--- config.mk ---
export PLATFORM = sky130hd
export DESIGN_NAME = mux2_rr_arbiter
export DESIGN_NICKNAME = d
export VERILOG_FILES = /design/src/rtl/mux2_rr_arbiter.sv
export SDC_FILE = /design/constraint.sdc
export NUM_CORES = 1
export LEC_CHECK = 0
export CORE_MARGIN = 1.5
export CORE_UTILIZATION = 25
export DETAILED_ROUTE_END_ITERATION = 6
export GPL_ROUTABILITY_DRIVEN = 0
export PLACE_DENSITY = 0.66
export SLEW_MARGIN = 20
export SYNTH_ARGS = -nofsm -noshare
export SYNTH_HDL_FRONTEND = slang
export SYNTH_SLANG_ARGS = --single-unit
--- constraint.sdc ---
create_clock -name clk -period 3.7 [get_ports clk]
set_input_delay 0.555 -clock clk [delete_from_list [all_inputs] [get_ports clk]]
set_output_delay 0.555 -clock clk [all_outputs]
set_load 0.02 [all_outputs]
--- src/rtl/mux2_rr_arbiter.sv ---
// Two-requester round-robin arbiter that owns the select of a 2:1 data mux.
// Only the select is registered; data passes from the owning requester to the sink with zero latency.
module mux2_rr_arbiter #(
    parameter int DW        = 8,
    parameter int MAX_BURST = 4
) (
    input  logic          clk,
    input  logic          rst,
    input  logic          in0_valid,
    input  logic [DW-1:0] in0_data,
    output logic          in0_ready,
    input  logic          in1_valid,
    input  logic [DW-1:0] in1_data,
    output logic          in1_ready,
    output logic          out_valid,
    output logic [DW-1:0] out_data,
    input  logic          out_ready,
    output logic          out_sel,
    output logic          busy
);

    localparam int CW = $clog2(MAX_BURST + 1);
    localparam logic [CW-1:0] LAST_BEAT = CW'(MAX_BURST - 1);

    typedef enum logic [1:0] {
        IDLE = 2'd0,
        OWN0 = 2'd1,
        OWN1 = 2'd2
    } state_t;

    state_t        state;
    state_t        state_next;
    logic          last_winner;
    logic          last_winner_next;
    logic [CW-1:0] beat_cnt;
    logic [CW-1:0] beat_cnt_next;
    logic          sel;
    logic          sel_next;
    logic          owner_valid;
    logic          transfer;

    always_ff @(posedge clk) begin
        if (rst) begin
            state       <= IDLE;
            last_winner <= 1'b1;
            beat_cnt    <= '0;
            sel         <= 1'b0;
        end else begin
            state       <= state_next;
            last_winner <= last_winner_next;
            beat_cnt    <= beat_cnt_next;
            sel         <= sel_next;
        end
    end

    always_comb begin
        state_next       = state;
        last_winner_next = last_winner;
        beat_cnt_next    = beat_cnt;
        sel_next         = sel;
        owner_valid      = 1'b0;
        in0_ready        = 1'b0;
        in1_ready        = 1'b0;

        case (state)
            IDLE: begin
                // Requester 0 wins unless requester 1 also asks and 0 won last time.
                if (in0_valid && (!in1_valid || last_winner)) begin
                    state_next       = OWN0;
                    sel_next         = 1'b0;
                    last_winner_next = 1'b0;
                    beat_cnt_next    = '0;
                end else if (in1_valid) begin
                    state_next       = OWN1;
                    sel_next         = 1'b1;
                    last_winner_next = 1'b1;
                    beat_cnt_next    = '0;
                end
            end
            OWN0: begin
                owner_valid = in0_valid;
                in0_ready   = out_ready;
            end
            OWN1: begin
                owner_valid = in1_valid;
                in1_ready   = out_ready;
            end
            default: state_next = IDLE;
        endcase

        transfer = owner_valid && out_ready;

        // Burst limit takes precedence over release; a stall holds everything.
        if (state != IDLE) begin
            if (transfer && (beat_cnt == LAST_BEAT)) begin
                state_next    = IDLE;
                beat_cnt_next = '0;
            end else if (!owner_valid) begin
                state_next    = IDLE;
                beat_cnt_next = '0;
            end else if (transfer) begin
                beat_cnt_next = beat_cnt + CW'(1);
            end
        end
    end

    assign out_valid = owner_valid;
    assign out_data  = owner_valid ? (sel ? in1_data : in0_data) : '0;
    assign out_sel   = sel;
    assign busy      = (state != IDLE);

endmodule

# --- Word-level counts from Yosys, hierarchy flattened ---
# Cells that the tools add are included.
classes:
  add_sub_neg: 1
  n_mul: 0
  div: 0
  order_cmp: 0
  eq_ne: 3
  n_shift: 0
  mux: 20
  bitwise_logic: 0
  reduce_logical: 10
ops:
  columns: ["cell", "count"]
  rows:
  - ["3-bit two-way mux", 7]
  - ["8-bit two-way mux", 2]
  - ["2-bit two-way mux", 5]
  - ["1-bit two-way mux", 4]
  - ["2-bit case mux with 2 select lines", 1]
  - ["2-bit nonzero test", 2]
  - ["3-bit by 1-bit adder with 3-bit output (second input constant)", 1]
  - ["3-bit by 2-bit == test with 1-bit output (second input constant)", 1]
  - ["1-bit logical AND", 3]
  - ["2-bit by 1-bit == test with 1-bit output (second input constant)", 1]
  - ["2-bit == test (second input constant)", 1]
  - ["2-bit zero test", 1]
  - ["1-bit case mux with 2 select lines", 1]
  - ["2-bit AND reduction", 1]
  - ["2-bit OR reduction", 1]
  - ["1-bit zero test", 1]
  - ["1-bit logical OR", 1]
word_totals:
  register_bits: 7
  latch_bits: 0
  ramBits: 0
  romBits: 0
  inputBits: 21
  out_inout_bits: 13
  mem_count: 0

# --- Logic depth before layout (Yosys ltp) ---
# Gate-level depths: netlist of the first run.
logic_depth:
  word_depth: 9
  mapped_depth: 6
  depth_no_buf: 5

# --- Worst setup path before layout of the first run ---
# Ideal clock, no wire load.
synth_timing:
  path_kind: "register to output"
  start: "register state[0]"
  end: "output port out_data[0]"
  arrival_ps: 1226
  required_time_ps: 3145
  path_slack_ps: 1919
  path_stages_with_launch: 5
  path_cell_list: "dfxtp_1 -> inv_1 -> ha_1 -> nand2_1 -> nor2_1"
synth_between:
  elab_chain_len: 3
  word_cells_on_any_way: 4
synth_rtl:
  columns: ["item", "line_no", "source"]
  rows:
  - ["start, declared", "31", "state_t state;"]
  - ["start signal, assigned", "49", "state <= state_next;"]
  - ["2-bit == test / 2-bit by 1-bit == test with 1-bit output (equally long branches)", "65", "case (state)"]
  - ["1-bit case mux with 2 select lines (*)", "65", null]
  - ["8-bit two-way mux (*)", "108", "assign out_data = owner_valid ? (sel ? in1_data : in0_data) : '0;"]
  - ["end, declared", "16", "output logic [DW-1:0] out_data,"]
# Every way passes the cells marked *; elsewhere a longest branch is shown, timed or not.

# --- Final worst setup path of the first run ---
layout_timing:
  start: "input port in0_valid"
  end: "output port out_data[0]"
layout_between:
  elab_chain_len: 2
layout_rtl:
  columns: ["item", "line_no", "source"]
  rows:
  - ["start, declared", "9", "input logic in0_valid,"]
  - ["1-bit case mux with 2 select lines", "65", null]
  - ["8-bit two-way mux", "108", null]
# No other way between the ends.

==> results.md, run 1 <==
* Outcome: finished, final reports clean
* Clock power frac at 0.139
* Iter 0 DRT Violations at 5
* Worst vdd ir at about 0.32 mV
* Wire per inst at ~11 µm
* Vias at 600
* Most common cell after layout, fill and taps aside: clkdlybuf4s50_1
* Clk_lat worst skew at between 0.2 and 0.3 ns
* Hpwl dp at between 1 and 1.5 mm
* CTS tree: yes
* Overflow after GRT at 0
* Fmax achieved at about 350 MHz
* Commonest non-fill, non-tap cells in the layout: clkdlybuf4s50_1, nor2_1, nand2_1, mux2i_1
* Worst clock skew at roughly 0.00057 ns
* Sw frac at 0.444
* Ports at 34
* Die Height at just over 50 µm
* Pwr dens at between 500 and 600 mW/mm²
* Seq cells post-synth at 7
* Launch point of the critical path: in0_valid
* Flop pwr share at 0.223
* Clock Path Buffers at 2
* Core Area at between 0.002 and 0.0025 mm²
* Final worst path period need at 2.83 ns
* Util after Layout at 0.435
* Syn_nets at 94
* Int Pwr at ~0.29 mW
* Root Buffer Master: clkbuf_4
* I/O Buffers at 33
* Max_slew headroom at 0.648
* Worst-path fanout max at 9
* All-Layer GR Usage at 0.114
* Fin crit share at 0.764
* Main area contributors after synthesis: dfxtp_1, mux2i_1, ha_1, nor2_1, nand2_1
* Drt total wl at about 1.4 mm
* Reg-to-Reg Start: state[0]
* Hold Vio Cnt, Final at 0
* Post-CTS setup buffers at 0
* Die Area at about 0.0026 mm²
* First-pass GRT wire length at between 2 and 2.5 mm
* Largest net degree at the start of global routing at 11
* CTS H-tree depth at 1
* # nets final at 130
* Remaining antenna violation count at 0
* RSZ-0062 raised after global routing: no
* Initial antenna violation count at 0
* Synth warnings at 0
* Fin Hold WS at about 0.47 ns
* Top-area cell type share of the netlist area at 0.240
* Avg Vias per Cell at around 4.6
* Hold path startpoint: state[1]
* Register area share after synthesis at 0.240
* Fillers at 221
* Placement-stage cell area at slightly above 900 µm²
* Syn Inst Count at 68
* Synth cell types at 25
* Clock-pin slew on the worst setup and hold paths at about 0.05 ns
* WS Path Type: in -> out
* Clock sinks at 7
* Worst setup SP type: input port
* CTS buffer count at 3
* Hold Buf Count CTS at 0
* Fraction of layout cells with a size suffix above 1 at 0.0777
* Fin. max-slew vios at 0
* TNS Setup at 0 ns
* Syn avg cell area at 8.57 µm²
* Worst EP arrival at 2.27 ns
* Setup violators final at 0
* Data required time of the worst path at around 3.1 ns
* Post-cts gate resize count at 0
* Cell Rows at 17
* CP Capture Type: output pin
* Initial Utilization at 0.264
* Hold Path Class: reg -> reg
* Switch Pwr at 0.229 mW
* Fin area at 962 µm²
* Synthesized cell area at 583 µm²
* Worst Max-Slew Pin Slew at between 0.5 and 0.6 ns
* DRC Markers at 0
* Max-Cap Viols at 0
* P_leak at ~0.37 nW
* Chip width at around 50 µm
* P&R area growth vs syn at 65.0%
* N_diodes at 0
* Comb pwr share at 0.638
* Synth area leader: dfxtp_1
* First-pass DRT Iterations at 4
* Vias in the first global route at around 540
==> power by group through the flow <==
stage          clock (mW)  sequential, mW  combinational, mW
3_5_place_dp            0           0.117              0.330
6_report           0.0717           0.115              0.328
3_3_place_gp            0           0.116              0.329
2_1_floorplan           0           0.107              0.236
5_1_grt            0.0799           0.118              0.362
4_1_cts            0.0739           0.115              0.334
==> path summary, 6_finish.rpt <==
path	endpoint	slack, ns	cells after the start
min reg2reg	state[1]	0.47	2
max reg2reg	beat_cnt[1]	2.16	5
min	state[1]	0.47	2
max	out_data[0]	0.87	5
==> metrics by stage <==
step | power, mW | worst slack [ns] | cells
2_1_floorplan | 0.343 | 1.92 | 68
3_3_place_gp | 0.445 | 0.881 | 127
3_5_place_dp | 0.448 | 0.847 | 127
4_1_cts | 0.523 | 0.846 | 131
5_1_grt | 0.560 | 0.745 | 131
6_report | 0.515 | 0.872 | 131
==> cell type report <==
class	instances	area [µm²]	area share
repair buffers	33	330	0.343
well taps	28	35.0	0.0364
flip-flops and latches	7	140	0.146
multi-input cells	52	404	0.420
inverters	7	26.3	0.0273
clock buffers	4	26.3	0.0273
==> logic make-up (layout without fill, tap and decap cells) <==
| kind of cell | after synthesis | count (layout) | share of synthesized area |
|---|---|---|---|
| AOI/OAI and AO/OA | 12 | 12 | 0.202 |
| adders and majority gates | 5 | 5 | 0.107 |
| buffers and inverters | 9 | 44 | 0.0665 |
| DFF | 7 | 7 | 0.240 |
| muxes | 8 | 8 | 0.137 |
| and+or+nand+nor | 27 | 27 | 0.247 |
==> Yosys cell counts <==
cell type  count
nand2_1        8
a2111oi_2      1
nand2b_1       1
a31oi_1        2
nand3b_1       1
a21oi_1        4
nand3_1        1
and2_1         2
nand4_1        1
nor4_2         1
mux2i_1        8
and2b_1        1
nor2b_4        1
ha_1           5
a32oi_4        1
nor2_1         9
o2111ai_1      1
nand4b_1       1
buf_2          1
o21a_1         1
inv_1          7
dfxtp_1        7
a22o_4         1
buf_4          1
o311ai_0       1
==> sequential cells by signal (all words and copies together) (netlist names) <==
signal	flops
beat_cnt	3
last_winner	1
out_sel	1
state	2
==> per-layer routing <==
| metal | global-route usage | routed length [µm] | up-vias | part of all wire |
|---|---|---|---|---|
| met1 | 0.115 | 579 | 264 | 0.40 |
| met3 | 0.0322 | 129 | 5 | 0.090 |
| met5 | 0 | 0 | - | 0 |
| li1 | - | - | 308 | - |
| met2 | 0.201 | 684 | 23 | 0.48 |
| met4 | 0.0789 | 44 | 0 | 0.031 |
==> critical path, stage by stage <==
cell	delay, ns
clkdlybuf4s50_1	0.56
a22o_4	0.20
nand2_1	0.18
nor2_1	0.15
clkdlybuf4s50_1	0.62
No activity file was read; power rests on OpenSTA's default activity.
==> run 2: changes to the inputs <==
clock period = 2.8 ns   (was 3.7 ns; I/O delays follow)
==> results of run 2 <==
The final DEF is identical to that of run 1. Status: finished, final reports clean.
Among the figures that moved: setup slack after placement 0.847 ns -> 0.217 ns; setup slack after layout 0.872 ns -> 0.242 ns; register-to-register setup slack 2.16 ns -> 1.26 ns; total power 0.515 mW -> 0.680 mW; worst IR drop on VDD 0.316 mV -> 0.418 mV
==> run 3: changes to the inputs <==
CORE_UTILIZATION = 36   (was 25)
PLACE_DENSITY = 0.86   (was 0.66)
==> run 3 against run 2 <==
Sequential share of layout area grew 0.23 points; wire length is 14% higher; total power rose by 1.3%; worst hold slack gained 0.013 ns; fmax is 2.1% lower; setup slack worse by 0.054 ns; final area down 1.6%; critical path depth stayed put; clock skew rose by 0.0081 ns; clock-buffer cell count unchanged; die area decreased by 29%; via count rose by 4.2%.
==> results.md, run 3 (synthesized netlist as in run 1, its figures left out) <==
* WL met2 at ~760 µm
* Worst EP arrival at around 2.2 ns
* Max_slew headroom at 0.663
* R2r worst-path depth at 5
* WL met3 at 193 µm
* Post-CTS setup buffers at 0
* Root Buffer Master: clkbuf_4
* Placement-stage cell area at 921 µm²
* Area of the multi-input gates at 404 µm²
* Uppermost routed layer: met4
* Initial antenna violation count at 0
* Wire per inst at approximately 14 µm
* Avg Vias per Cell at 5.25
* Worst clock skew at 0.00863 ns
* P&R area growth vs syn at 62.4%
* Data required time of the worst path at around 2.4 ns
* Hold path endpoint: state[0]
* Hold path startpoint: state[0]
* Iter 0 DRT Violations at 29
* Vias at roughly 630
* Worst Max-Slew Pin Slew at a little over 0.5 ns
* Launch point of the critical path: in0_valid
* Fin crit share at 0.933
* Chip width at roughly 43 µm
* Max-Cap Viols at 0
* Die Area at approximately 0.0019 mm²
* WS Path Type: in -> out
* Hold Crit Depth at 2
* Max FFs per register at 3
* Post-cts gate resize count at 0
* Outcome: finished, final reports clean
* R2R Setup Slk at 1.23 ns
* Cell Rows at 14
* Initial Utilization at 0.387
* Worst vdd ir at around 0.64 mV
* Commonest non-fill, non-tap cells in the layout: clkdlybuf4s50_1, nor2_1, nand2_1, mux2i_1
* Remaining antenna violation count at 0
* First-pass DRT Iterations at 4
* Clock-pin slew on the worst setup and hold paths at roughly 0.060 ns
* Worst r2r dst: beat_cnt[1]
* TNS Setup at 0 ns
* Die Height at 43.2 µm
* Fin. max-slew vios at 0
* Hold Path Class: reg -> reg
* Top reg by flops: beat_cnt
* Setup violators final at 0
* CTS buffer count at 3
* Reg-to-Reg Start: state[0]
* Overflow after GRT at 0
* Fillers at between 100 and 150
* # nets final at between 100 and 150
* First-pass GRT wire length at 2.68 mm
* Worst setup SP type: input port
* I/O Buffers at 33
* Drt total wl at ~1.6 mm
* WL met1 at a little under 700 µm
* Largest regs: beat_cnt x3, state x2
* Dpl ws at between 0.15 and 0.2 ns
* Vias in the first global route at ~590
* Final worst path period need at 2.61 ns
* Most common cell after layout, fill and taps aside: clkdlybuf4s50_1
* CTS tree: yes
* Fraction of layout cells with a size suffix above 1 at 0.0777
* Sequential cell area at roughly 140 µm²
* Hold Buf Count CTS at 0
* Fin area at approximately 950 µm²
* N_diodes at 0
* P_leak at between 0.3 and 0.4 nW
* Hold Vio Cnt, Final at 0
* Clock Path Buffers at 2
* Core Area at around 0.0015 mm²
* Pwr dens at approximately 730 mW/mm²
* Ports at 34
* DRC Markers at 0
* Worst-path fanout max at 9
* RSZ-0062 raised after global routing: no
* Final worst slack at 0.188 ns
* All-Layer GR Usage at 0.198
* Clk_lat worst skew at ~0.26 ns
* CP Capture Type: output pin
* Largest net degree at the start of global routing at 11
* Fmax achieved at 383 MHz
* CTS H-tree depth at 1
* Clock sinks at 7
[run 3: how the worst max path moves through the flow]
stage | slack, ns | cells after the start | end
6_report | 0.19 | 5 | out_data[3]
3_3_place_gp | 0.25 | 5 | out_data[7]
3_5_place_dp | 0.16 | 5 | out_data[3]
4_1_cts | 0.16 | 5 | out_data[3]
2_1_floorplan | 1.15 | 4 | out_data[0]
5_1_grt | 0.04 | 5 | out_data[3]
[run 3: critical path, stage by stage]
cell             delay (ns)
clkdlybuf4s50_1        0.56
a22o_4                 0.21
nand2_1                0.19
nor2_1                 0.18
clkdlybuf4s50_1        0.62
[run 3: through the flow]
step / power, mW / instances / utilization / hold slack (ns)
3_5_place_dp: 0.594 / 115 / 0.611 / 0.472
6_report: 0.689 / 119 / 0.629 / 0.484
5_1_grt: 0.742 / 119 / 0.629 / 0.515
2_1_floorplan: 0.453 / 68 / - / 0.449
3_3_place_gp: 0.576 / 115 / 0.611 / 0.465
4_1_cts: 0.691 / 119 / 0.629 / 0.483
[run 3: metal layers]
metal / vias to the layer above / global-route usage
met5: - / 0
met4: 0 / 0.0909
met3: 4 / 0.0553
met2: 36 / 0.331
met1: 278 / 0.229
li1: 307 / -
[run 3: area by class of cell]
| cell class | count | area share |
|---|---|---|
| clock buffers | 4 | 0.0277 |
| inverters | 7 | 0.0277 |
| multi-input cells | 52 | 0.427 |
| flip-flops and latches | 7 | 0.148 |
| well taps | 16 | 0.0211 |
| repair buffers | 33 | 0.349 |
[run 3: power by group]
| group | switching, mW | internal (mW) |
|---|---|---|
| Clock | 0.0400 | 0.0546 |
| Sequential | 0.0292 | 0.122 |
| Combinational | 0.242 | 0.201 |
